File: src/rtl/lvds_rx_pkg.sv
// -----------------------------------------------------------------------------
// lvds_rx_pkg
// Shared definitions for the LVDS I/Q frame receiver:
//   I_SYNC / Q_SYNC : sync dibits leading the I and Q half-frames
//   rx_state_e      : receiver FSM state encoding
//   field_w()       : bits per I (or Q) field for a given sample width
//                     (2 sync bits + SAMPLE_W data bits + 1 ctrl bit)
// -----------------------------------------------------------------------------
package lvds_rx_pkg;

  localparam logic [1:0] I_SYNC = 2'b10;
  localparam logic [1:0] Q_SYNC = 2'b01;

  typedef enum logic [1:0] {
    S_HUNT    = 2'd0,
    S_I_PHASE = 2'd1,
    S_Q_SYNC  = 2'd2,
    S_Q_PHASE = 2'd3
  } rx_state_e;

  function automatic int field_w(input int sample_w);
    return sample_w + 3;
  endfunction

endpackage

File: src/rtl/lvds_rx_sat_cnt.sv
// -----------------------------------------------------------------------------
// lvds_rx_sat_cnt
// Saturating event counter clocked on the falling edge of the DDR clock.
//   clk_i   : clock (falling edge active)
//   rst_ni  : asynchronous active-low reset, clears count
//   inc_i   : increment enable, ignored once count is all-ones
//   cnt_o   : current count
// -----------------------------------------------------------------------------
module lvds_rx_sat_cnt #(
  parameter int CNT_W = 16
) (
  input  logic             clk_i,
  input  logic             rst_ni,
  input  logic             inc_i,
  output logic [CNT_W-1:0] cnt_o
);

  logic [CNT_W-1:0] cnt_q;

  always_ff @(negedge clk_i or negedge rst_ni) begin
    if (!rst_ni)                        cnt_q <= '0;
    else if (inc_i && (cnt_q != '1))    cnt_q <= cnt_q + CNT_W'(1);
  end

  assign cnt_o = cnt_q;

endmodule

File: src/rtl/lvds_rx_iq.sv
// -----------------------------------------------------------------------------
// lvds_rx_iq
// LVDS I/Q frame receiver. Deserialises DDR dibits (MSB first) into frames
// {I_SYNC, I_DATA, I_CTRL, Q_SYNC, Q_DATA, Q_CTRL}, verifies both sync
// patterns, tracks frame lock and pushes completed words into the RX FIFO.
// All flops update on the falling edge of i_ddr_clk.
//
// Ports:
//   i_ddr_clk        : sole clock (falling edge active)
//   i_reset_n        : asynchronous active-low reset
//   i_enable         : receiver enable; low forces HUNT and drops lock
//   i_ddr_data       : DDR dibit, MSB first in time
//   i_fifo_full      : RX FIFO full, sampled on frame-completion edge only
//   o_fifo_write_clk : FIFO write clock (= i_ddr_clk)
//   o_fifo_push      : one-cycle write strobe
//   o_fifo_data      : last completed frame, first dibit at MSBs
//   o_locked         : frame lock status
//   o_drop_cnt       : locked frames lost to FIFO full (saturating)
//   o_sync_err_cnt   : sync-pattern errors (saturating)
//
// Build option: define LVDS_RX_STATS_EN to implement the two statistics
// counters; otherwise they read as constant zero.
// -----------------------------------------------------------------------------
module lvds_rx_iq
  import lvds_rx_pkg::*;
#(
  parameter int SAMPLE_W = 13,
  parameter int LOCK_CNT = 4,
  parameter int CNT_W    = 16,
  localparam int FIELD   = field_w(SAMPLE_W),
  localparam int FRAME_W = 2 * FIELD
) (
  input  logic               i_ddr_clk,
  input  logic               i_reset_n,
  input  logic               i_enable,
  input  logic [1:0]         i_ddr_data,
  input  logic               i_fifo_full,
  output logic               o_fifo_write_clk,
  output logic               o_fifo_push,
  output logic [FRAME_W-1:0] o_fifo_data,
  output logic               o_locked,
  output logic [CNT_W-1:0]   o_drop_cnt,
  output logic [CNT_W-1:0]   o_sync_err_cnt
);

  localparam int HALF = FIELD / 2;
  localparam int PH_W = (HALF > 2) ? $clog2(HALF) : 1;
  // Index of the last data dibit within a half-frame phase (H-1 dibits).
  localparam logic [PH_W-1:0] PH_LAST  = PH_W'(HALF - 2);
  localparam logic [7:0]      LOCK_TGT = 8'(LOCK_CNT);

  rx_state_e            state_q, state_d;
  logic [PH_W-1:0]      ph_q, ph_d;
  logic [7:0]           good_q, good_d;
  logic                 locked_q, locked_d;
  logic                 push_q, push_d;
  logic [FRAME_W-1:0]   data_q, data_d;
  // Holds the last FIELD-1 dibits; a whole frame shifts exactly that many
  // before its final dibit, so no clearing between frames is required.
  logic [FRAME_W-3:0]   sr_q, sr_d;
  logic                 err_inc, drop_inc;

  always_comb begin
    state_d  = state_q;
    ph_d     = ph_q;
    good_d   = good_q;
    locked_d = locked_q;
    push_d   = 1'b0;
    data_d   = data_q;
    err_inc  = 1'b0;
    drop_inc = 1'b0;
    sr_d     = {sr_q[FRAME_W-5:0], i_ddr_data};

    if (!i_enable) begin
      state_d  = S_HUNT;
      ph_d     = '0;
      good_d   = '0;
      locked_d = 1'b0;
    end else begin
      unique case (state_q)
        S_HUNT: begin
          if (i_ddr_data == I_SYNC) begin
            state_d = S_I_PHASE;
            ph_d    = '0;
          end else if (locked_q) begin
            // While locked we only sit in HUNT for the dibit right after a
            // completed frame, so anything but a new I sync breaks cadence.
            err_inc  = 1'b1;
            locked_d = 1'b0;
            good_d   = '0;
          end
        end

        S_I_PHASE: begin
          if (ph_q == PH_LAST) begin
            state_d = S_Q_SYNC;
            ph_d    = '0;
          end else begin
            ph_d = ph_q + PH_W'(1);
          end
        end

        S_Q_SYNC: begin
          ph_d = '0;
          if (i_ddr_data == Q_SYNC) begin
            state_d = S_Q_PHASE;
          end else begin
            err_inc  = 1'b1;
            locked_d = 1'b0;
            good_d   = '0;
            // A misplaced I sync restarts a frame on this very dibit.
            state_d  = (i_ddr_data == I_SYNC) ? S_I_PHASE : S_HUNT;
          end
        end

        S_Q_PHASE: begin
          if (ph_q == PH_LAST) begin
            state_d  = S_HUNT;
            ph_d     = '0;
            data_d   = {sr_q, i_ddr_data};
            good_d   = (good_q >= LOCK_TGT) ? good_q : good_q + 8'd1;
            locked_d = (good_d >= LOCK_TGT);
            push_d   = locked_d & ~i_fifo_full;
            drop_inc = locked_d &  i_fifo_full;
          end else begin
            ph_d = ph_q + PH_W'(1);
          end
        end

        default: state_d = S_HUNT;
      endcase
    end
  end

  always_ff @(negedge i_ddr_clk or negedge i_reset_n) begin
    if (!i_reset_n) begin
      state_q  <= S_HUNT;
      ph_q     <= '0;
      good_q   <= '0;
      locked_q <= 1'b0;
      push_q   <= 1'b0;
      data_q   <= '0;
      sr_q     <= '0;
    end else begin
      state_q  <= state_d;
      ph_q     <= ph_d;
      good_q   <= good_d;
      locked_q <= locked_d;
      push_q   <= push_d;
      data_q   <= data_d;
      sr_q     <= sr_d;
    end
  end

  assign o_fifo_write_clk = i_ddr_clk;
  assign o_fifo_push      = push_q;
  assign o_fifo_data      = data_q;
  assign o_locked         = locked_q;

`ifdef LVDS_RX_STATS_EN
  lvds_rx_sat_cnt #(.CNT_W(CNT_W)) u_drop_cnt (
    .clk_i  (i_ddr_clk),
    .rst_ni (i_reset_n),
    .inc_i  (drop_inc),
    .cnt_o  (o_drop_cnt)
  );

  lvds_rx_sat_cnt #(.CNT_W(CNT_W)) u_err_cnt (
    .clk_i  (i_ddr_clk),
    .rst_ni (i_reset_n),
    .inc_i  (err_inc),
    .cnt_o  (o_sync_err_cnt)
  );
`else
  logic stats_unused;
  assign stats_unused   = err_inc ^ drop_inc;
  assign o_drop_cnt     = '0;
  assign o_sync_err_cnt = '0;
`endif

endmodule

File: config.mk
export PLATFORM = sky130hd
export DESIGN_NAME = lvds_rx_iq
export DESIGN_NICKNAME = d
export VERILOG_FILES = /design/src/rtl/lvds_rx_pkg.sv /design/src/rtl/lvds_rx_sat_cnt.sv /design/src/rtl/lvds_rx_iq.sv
export SDC_FILE = /design/constraint.sdc
export NUM_CORES = 1
export LEC_CHECK = 0
export ABC_AREA = 0
export BUFFER_PORTS_ARGS = -buffer_cell sky130_fd_sc_hd__buf_2
export CORE_ASPECT_RATIO = 1.1
export CORE_MARGIN = 4
export CORE_UTILIZATION = 34
export DETAILED_ROUTE_END_ITERATION = 8
export HOLD_SLACK_MARGIN = 0.06
export REMOVE_ABC_BUFFERS = 1
export SETUP_SLACK_MARGIN = 0.1
export SLEW_MARGIN = 20
export SYNTH_ARGS = -nofsm -noshare
export SYNTH_HDL_FRONTEND = slang
export SYNTH_SLANG_ARGS = --single-unit
File: constraint.sdc
create_clock -name i_ddr_clk -period 5.1 [get_ports i_ddr_clk]
set_clock_uncertainty 0.15 [all_clocks]
set_input_delay 0.255 -clock i_ddr_clk [delete_from_list [all_inputs] [get_ports i_ddr_clk]]
set_output_delay 0.255 -clock i_ddr_clk [all_outputs]
set_load 0.1 [all_outputs]
Word-level counts from Yosys, hierarchy flattened
Cells that the tools add are included.

storage, ports and cells
  register bits = 77
  input port bits = 6
  logic and storage cells = 58

cells by class
  equality and inequality tests = 13
  mux-type cells = 26
  $lt $le $gt $ge = 2
  bitwise gates (word level) = 2
  add/sub/neg operators = 2
  reductions and logical operators = 6

operators by type and width
  kind                 count
  $mux 8               6
  $pmux 8 s3           1
  $ne 3x3->1 const B   6
  $ge 8x3->1 const B   2
  $mux 2               5
  $mux 3               3
  $pmux 3 s3           1
  $add 8x1->8 const B  1
  $mux 1               8
  $pmux 2 s4           1
  $eq 2x2->1 const B   3
  $reduce_and 3->1     2
  $reduce_and 5->1     1
  $eq 2x1->1 const B   2
  $ne 4x1->1 const B   1
  $reduce_and 4->1     1
  $add 3x1->3 const B  1
  $eq 3x3->1 const B   1
  $pmux 1 s3           1
  $logic_not 2->1      1
  $reduce_or 2->1      1
  $and 1x1->1          1
  $not 1->1            1

Longest topological paths before layout
Gate-level depths: netlist of run 1.

  depth after elaboration = 7
  gate-level depth with buffers = 6
  depth with buffers taken out = 6

==> results.json, run 1 <==
{
  "wl_per_cell_um": 12.4,
  "path_max_fanout": 3,
  "grt_pass1_vias": 1567,
  "firstDrtPassIters": 6,
  "min-delay-start": "sr_q[15]",
  "critPathLaunchType": "register",
  "finalPower_mw": 1.40,
  "synthFlopType": "dfrtn_1",
  "crit_slowest_cell": "buf_2",
  "diodes": 0,
  "hold_path_depth": 0,
  "routed-via-count": 1565,
  "drt_first_iter_violations": 37,
  "grt_overflow": 0,
  "initial_utilization_pct": 35.1,
  "cts_tree": "built",
  "setup_violations": 0,
  "end_kind": "primary output",
  "ys_top_cells_by_area": "dfrtn_1, mux2_1, buf_4, ha_1, buf_6",
  "portBuffers": 40,
  "drcViolationCount": 0,
  "antenna_found_initial": 0,
  "most-common-layout-cells": "dfrtn_1, buf_2, mux2_1, conb_1, clkbuf_8",
  "seq_area_frac_synth_pct": 65.0,
  "yosysTopAreaCellShare_pct": 65.0,
  "ys_seq_elements": 77,
  "insertion_delay_ns": 0.44,
  "reg2reg_slack_ns": 2.80,
  "path_class": "reg2out",
  "slew_headroom_pct": 37.6,
  "syn_area_mm2": 0.00296,
  "required_ns": 4.70,
  "hold_path_class": "reg2reg",
  "syn_area_per_cell_um2": 14.5,
  "ir_drop_mv": 0.427,
  "rsz0062_at_grt": "false",
  "worstPathArrival_ns": 3.85,
  "final_common_cell": "dfrtn_1",
  "syn_to_final_growth_pct": 14.5,
  "drv_cap": 0,
  "viasPerCell": 4.28,
  "ant_nets": 0,
  "rows": 35,
  "gp_congestion": 0.787,
  "fillers": 817,
  "cp_top_family": "buffers and inverters",
  "cts_resized": 0,
  "die_height_um": 106,
  "dieArea_mm2": 0.0103,
  "r2r-end": "o_fifo_data[18]",
  "yosysTopAreaCell": "dfrtn_1",
  "worst_pin_slew_ns": 0.937,
  "grt_pass1_wl_um": 7660,
  "die_x_um": 97.0,
  "status": "finished, final reports clean",
  "hold_violations": 0,
  "cp_slowest_stage_delay_ns": 0.43,
  "wl_um": 4540,
  "grt_max_degree": 78,
  "crit_buf_inv": 1,
  "synthCells": 204,
  "hold_buffers": 0,
  "powerDensity_mw_per_mm2": 413,
  "dpl.hpwl_um": 2950,
  "drive_gt1_share_pct": 25.9,
  "grt_usage_pct": 9.56,
  "slew_viol_final": 0,
  "synth_edf_count": 0,
  "post_synth_num_cell_types": 36,
  "worstReg2RegStart": "state_q[1]",
  "core_mm2": 0.00845,
  "postCtsSetupRepairBufs": 0,
  "synth_warnings": 0,
  "final_nets": 260,
  "crit_chain": "buf_2",
  "reg2regPathDepth": 3,
  "fin_tns_setup_ns": 0,
  "clkTransAtPathRegs_ns": 0.05,
  "io_pins": 73,
  "p_leak_nw": 1.85,
  "async_flop_share_pct": 100,
  "min_to": "sr_q[17]"
}
[final cells by class]
type	count	area, um^2	area share, %
Clock buffer	15	188	5.53
Multi-Input combinational cell	114	842	24.8
Clock inverter	5	81.3	2.40
Timing Repair Buffer	39	198	5.83
Sequential cell	77	1930	56.8
Tap cell	111	139	4.09
Inverter	5	18.8	0.553
[logic make-up after synthesis]
kind of cell	after synthesis	share of synthesized area, %
fa+ha+maj	4	1.69
other cells	1	0.127
xor+xnor	1	0.296
mux	34	12.9
simple gates	30	5.91
compound gates	13	3.55
buf+inv	44	10.6
flops	77	65.0
[power by group]
group	switching [mW]	leakage, nW	internal (mW)
sequential	0.0100	1.00	0.629
combinational	0.121	0.706	0.00871
clock	0.289	0.135	0.345
[sequential cells by signal (all words and copies together), names as in the netlist]
signal,flops
good_q,8
o_fifo_data,32
o_fifo_push,1
o_locked,1
ph_q,3
sr_q,30
state_q,2
[worst max path at each step]
stage                    from        endpoint  slack, ns  cells past startpoint
3_5_place_dp    i_ddr_data[0]       good_q[1]       0.53                      7
2_1_floorplan        i_enable  o_fifo_data[0]       0.70                      2
4_1_cts        o_fifo_data[6]  o_fifo_data[6]       0.82                      1
3_3_place_gp    i_ddr_data[0]       good_q[1]       0.55                      7
5_1_grt              o_locked        o_locked       0.77                      1
6_report             o_locked        o_locked       0.85                      1
[routing by layer]
| layer | wire (um) | track usage [%] |
|---|---|---|
| met4 | 84 | 4.81 |
| met2 | 2140 | 13.7 |
| met3 | 342 | 5.12 |
| met1 | 1980 | 11.6 |
| met5 | 0 | 0 |
[cell usage after synthesis, types with 2 or more instances]
cell / count
nor2b_1: 3
mux2_1: 32
a22oi_1: 2
and2_2: 3
inv_1: 5
clkbuf_1: 2
ha_1: 4
buf_6: 3
and3_1: 2
nand2_1: 7
buf_4: 33
a32o_1: 2
dfrtn_1: 77
and2_1: 4
nor2_1: 4
[stage by stage]
stage / cells / area, um^2 / hold WS [ns] / util (%) / setup slack (ns)
global route: 366 / 3390 / 0.174 / 40.1 / 0.766
detailed placement: 347 / 3130 / 0.166 / 37.0 / 0.533
global placement: 347 / 3130 / 0.163 / 37.0 / 0.549
floorplan: 196 / 2790 / 0.105 / - / 0.703
finish: 366 / 3390 / 0.161 / 40.1 / 0.849
CTS: 366 / 3390 / 0.166 / 40.1 / 0.816
No activity file was read; power rests on OpenSTA's default activity.
==> run 2, diff against run 1 <==
==> constraint.sdc (replaced) <==
create_clock -name i_ddr_clk -period 3.55 [get_ports i_ddr_clk]
set_clock_uncertainty 0.15 [all_clocks]
set_input_delay 0.1775 -clock i_ddr_clk [delete_from_list [all_inputs] [get_ports i_ddr_clk]]
set_output_delay 0.1775 -clock i_ddr_clk [all_outputs]
set_load 0.1 [all_outputs]
==> results.json, run 2 (synthesis results as in run 1) <==
{
  "cts_tree": "built",
  "hold_path_class": "reg2reg",
  "ir_drop_mv": 0.656,
  "hold_violations": 0,
  "reg2reg_slack_ns": 1.55,
  "wl_um": 4580,
  "antenna_found_initial": 0,
  "netSwitchingFraction_pct": 29.1,
  "crit_chain": "buf_2",
  "worst_pin_slew_ns": 0.511,
  "largest_register_ffs": 32,
  "grt_max_degree": 41,
  "drv_cap": 0,
  "pwr-share-comb_pct": 9.6,
  "viasPerCell": 4.17,
  "most-common-layout-cells": "dfrtn_1, buf_2, mux2_1, conb_1, clkbuf_8",
  "die_height_um": 106,
  "initial_utilization_pct": 35.1,
  "status": "finished, final reports clean",
  "grt_pass1_vias": 1654,
  "internal_power_mw": 1.43,
  "setup_violations": 0,
  "drive_gt1_share_pct": 28.1,
  "drcViolationCount": 0,
  "rsz0062_at_grt": "false",
  "finalHoldWorstSlack_ns": 0.166,
  "slew_viol_final": 0,
  "gp_congestion": 0.770,
  "path_class": "reg2out",
  "worstPathArrival_ns": 3.07,
  "end_kind": "primary output",
  "wl_per_cell_um": 12.3,
  "cp_slowest_stage_delay_ns": 0.43,
  "portBuffers": 40,
  "dpl.hpwl_um": 3220,
  "routed-via-count": 1560,
  "fin_tns_setup_ns": 0,
  "drt_first_iter_violations": 35,
  "dieArea_mm2": 0.0103,
  "dp_cells": 356,
  "insertion_delay_ns": 0.44,
  "grt_pass1_wl_um": 7810,
  "diodes": 0,
  "switchingPower_uw": 590,
  "io_pins": 73,
  "critPathLaunchType": "register",
  "slew_headroom_pct": 66.1,
  "p_leak_nw": 1.90,
  "grt_usage_pct": 9.72,
  "crit_slowest_cell": "buf_2",
  "grt_overflow": 0,
  "path_max_fanout": 2,
  "crit_buf_inv": 1,
  "final_nets": 269,
  "final_common_cell": "dfrtn_1",
  "stdcell_count": 374,
  "final_cell_area_mm2": 0.00350,
  "seqPwrFrac_pct": 45.4,
  "placed_cell_area_mm2": 0.00323,
  "finalPower_mw": 2.02,
  "ant_nets": 0,
  "required_ns": 3.22,
  "rows": 35,
  "syn_to_final_growth_pct": 18.2,
  "powerDensity_mw_per_mm2": 577,
  "die_x_um": 97.0,
  "clkPwrFrac_pct": 45.0,
  "firstDrtPassIters": 4,
  "core_mm2": 0.00845,
  "cp_top_family": "buffers and inverters",
  "postCtsSetupRepairBufs": 0,
  "clkTransAtPathRegs_ns": 0.05
}
-- run 2: changes by cell type in the layout (fill, tap and decap cells not counted), sizes merged --
cell / before / now
buf: 40 / 47
clkbuf: 14 / 17
clkinvlp: 1 / 0
inv: 6 / 5
-- run 2: area by class of cell --
| type | count | area (um^2) |
|---|---|---|
| multi-input cells | 114 | 842 |
| flip-flops and latches | 77 | 1930 |
| well taps | 111 | 139 |
| repair buffers | 48 | 308 |
| fillers | 809 | 4950 |
| inverters | 5 | 18.8 |
| clock inverters | 3 | 68.8 |
| clock buffers | 16 | 201 |
-- run 2: metal layers --
layer  track usage (%)  up-vias  part of all wire (%)
met5                 0        -                     0
met4              4.01        0                   1.2
met3              6.04        5                   8.9
met2              13.2       50                    45
met1              12.3      773                    45
li1                  -      732                     -
-- run 2: final timing paths --
check / depth (start not counted) / start / end
worst max-delay path: 1 / o_fifo_data[18] / o_fifo_data[18]
worst min-delay path: 0 / sr_q[12] / sr_q[14]
worst max register to register: 4 / state_q[1] / o_fifo_data[26]
worst min register to register: 0 / sr_q[12] / sr_q[14]
max in group asynchronous: 2 / i_reset_n / o_fifo_data[6]
min in group asynchronous: 1 / i_reset_n / o_fifo_data[26]
-- run 2: timing repair --
action                                  in CTS  in global routing
endpoints found under the setup margin       0                  2
resized for setup                            0                  2
hold buffers                                 0                  0
-- run 2: per-stage QoR --
step,worst slack (ns),utilization [%]
4_1_cts,0.126,41.4
5_1_grt,0.100,41.5
2_1_floorplan,0.00515,-
6_report,0.151,41.5
3_5_place_dp,-0.102,38.3
3_3_place_gp,-0.0638,38.3
-- run 2: power by group through the flow --
| stage | clock, mW | combinational (mW) | sequential [mW] |
|---|---|---|---|
| 2_1_floorplan | 0 | 0.162 | 0.930 |
| 3_5_place_dp | 0.0992 | 0.195 | 0.934 |
| 4_1_cts | 0.942 | 0.196 | 0.918 |
| 3_3_place_gp | 0.0992 | 0.195 | 0.934 |
| 6_report | 0.911 | 0.194 | 0.918 |
| 5_1_grt | 0.987 | 0.204 | 0.921 |
==> run 3, diff against run 2 <==
--- a/config.mk
+++ b/config.mk
@@ -9,9 +9,12 @@
 export BUFFER_PORTS_ARGS = -buffer_cell sky130_fd_sc_hd__buf_2
 export CORE_ASPECT_RATIO = 1.1
 export CORE_MARGIN = 4
-export CORE_UTILIZATION = 34
+export CORE_UTILIZATION = 49
+export CTS_BUF_LIST = sky130_fd_sc_hd__clkbuf_8
 export DETAILED_ROUTE_END_ITERATION = 8
 export HOLD_SLACK_MARGIN = 0.06
+export PLACE_DENSITY = 0.77
+export RECOVER_POWER = 100
 export REMOVE_ABC_BUFFERS = 1
 export SETUP_SLACK_MARGIN = 0.1
 export SLEW_MARGIN = 20
==> results.json, run 3 (synthesis results as in run 1) <==
{
  "drv_cap": 0,
  "antenna_found_initial": 0,
  "grt_max_degree": 36,
  "die_x_um": 82.2,
  "initial_utilization_pct": 51.1,
  "crit_chain": "clkbuf_2",
  "wl_um": 4410,
  "ir_drop_mv": 0.528,
  "io_pins": 73,
  "core_mm2": 0.00581,
  "rows": 29,
  "final_common_cell": "dfrtn_1",
  "slew_headroom_pct": 3.38,
  "drcViolationCount": 0,
  "cts_tree": "built",
  "gp_congestion": 0.745,
  "crit_slowest_cell": "clkbuf_2",
  "routed-via-count": 1557,
  "path_max_fanout": 2,
  "critPathLaunchType": "register",
  "most-common-layout-cells": "dfrtn_1, clkbuf_2, mux2_1, conb_1, clkbuf_8",
  "setup_violations": 0,
  "fin_tns_setup_ns": 0,
  "largest_register_ffs": 32,
  "grt_pass1_vias": 1595,
  "dieArea_mm2": 0.00736,
  "dpl.hpwl_um": 3000,
  "required_ns": 3.22,
  "grt_pass1_wl_um": 7180,
  "clkTransAtPathRegs_ns": 0.05,
  "hold_violations": 0,
  "die_height_um": 89.6,
  "dp_cells": 320,
  "path_class": "reg2out",
  "crit_buf_inv": 1,
  "reg2reg_slack_ns": 1.19,
  "diodes": 0,
  "finalHoldWorstSlack_ns": 0.167,
  "hold_path_class": "reg2reg",
  "drive_gt1_share_pct": 25.2,
  "postCtsSetupRepairBufs": 0,
  "grt_overflow": 0,
  "stdcell_count": 339,
  "viasPerCell": 4.59,
  "final_nets": 267,
  "cp_slowest_stage_delay_ns": 0.47,
  "syn_to_final_growth_pct": 15.1,
  "insertion_delay_ns": 0.44,
  "finalPower_mw": 2.06,
  "final_cell_area_mm2": 0.00341,
  "powerDensity_mw_per_mm2": 604,
  "worst_pin_slew_ns": 1.45,
  "ant_nets": 0,
  "drt_first_iter_violations": 36,
  "rsz0062_at_grt": "false",
  "firstDrtPassIters": 4,
  "end_kind": "primary output",
  "slew_viol_final": 0,
  "portBuffers": 40,
  "worstPathArrival_ns": 3.12,
  "p_leak_nw": 1.85,
  "status": "finished, final reports clean",
  "grt_usage_pct": 13.6,
  "cp_top_family": "buffers and inverters",
  "wl_per_cell_um": 13.0,
  "placed_cell_area_mm2": 0.00316
}
## run 3: cell types whose count changed in the layout (fill, tap and decap cells not counted), sizes merged
cell    delta
buf       -43
clkbuf    +39
inv        +2
bufinv     +1
## run 3: final timing paths
check / startpoint / end / cells past startpoint
setup reg to reg: state_q[1] / o_fifo_data[4] / 4
max in group asynchronous: i_reset_n / sr_q[21] / 2
hold reg to reg: sr_q[0] / sr_q[2] / 0
setup / recovery: o_fifo_data[12] / o_fifo_data[12] / 1
hold / removal: sr_q[0] / sr_q[2] / 0
min in group asynchronous: i_reset_n / sr_q[28] / 1
## run 3: timing repair
item,CTS,global route
resized for setup,0,1
hold buffers,0,0
setup endpoints to repair,0,1
## run 3: where the power goes
group,switching [mW],total [mW],internal [mW]
Clock,0.396,0.951,0.556
Combinational,0.175,0.190,0.0157
Sequential,0.0149,0.918,0.904
Total,0.585,2.06,1.48
## run 3: cell type report
cell class,count,area [um^2]
Fill cell,498,2390
Clock buffer,14,183
Clock inverter,6,103
Inverter,5,18.8
Sequential cell,77,1930
Multi-Input combinational cell,114,842
Tap cell,77,96.3
Timing Repair Buffer,46,241
## run 3: routing by layer
metal	up-vias	global-route usage [%]	wire, um
li1	726	-	-
met1	770	15.9	1840
met2	52	20.5	2160
met3	9	5.49	324
met4	0	9.06	80
met5	-	0	0
## run 3: per-stage QoR
stage	util [%]	worst slack, ns
detailed placement	54.5	-0.0781
floorplan	-	0.00515
global route	58.8	0.0659
CTS	59.4	0.118
finish	58.8	0.105
global placement	54.5	-0.0575
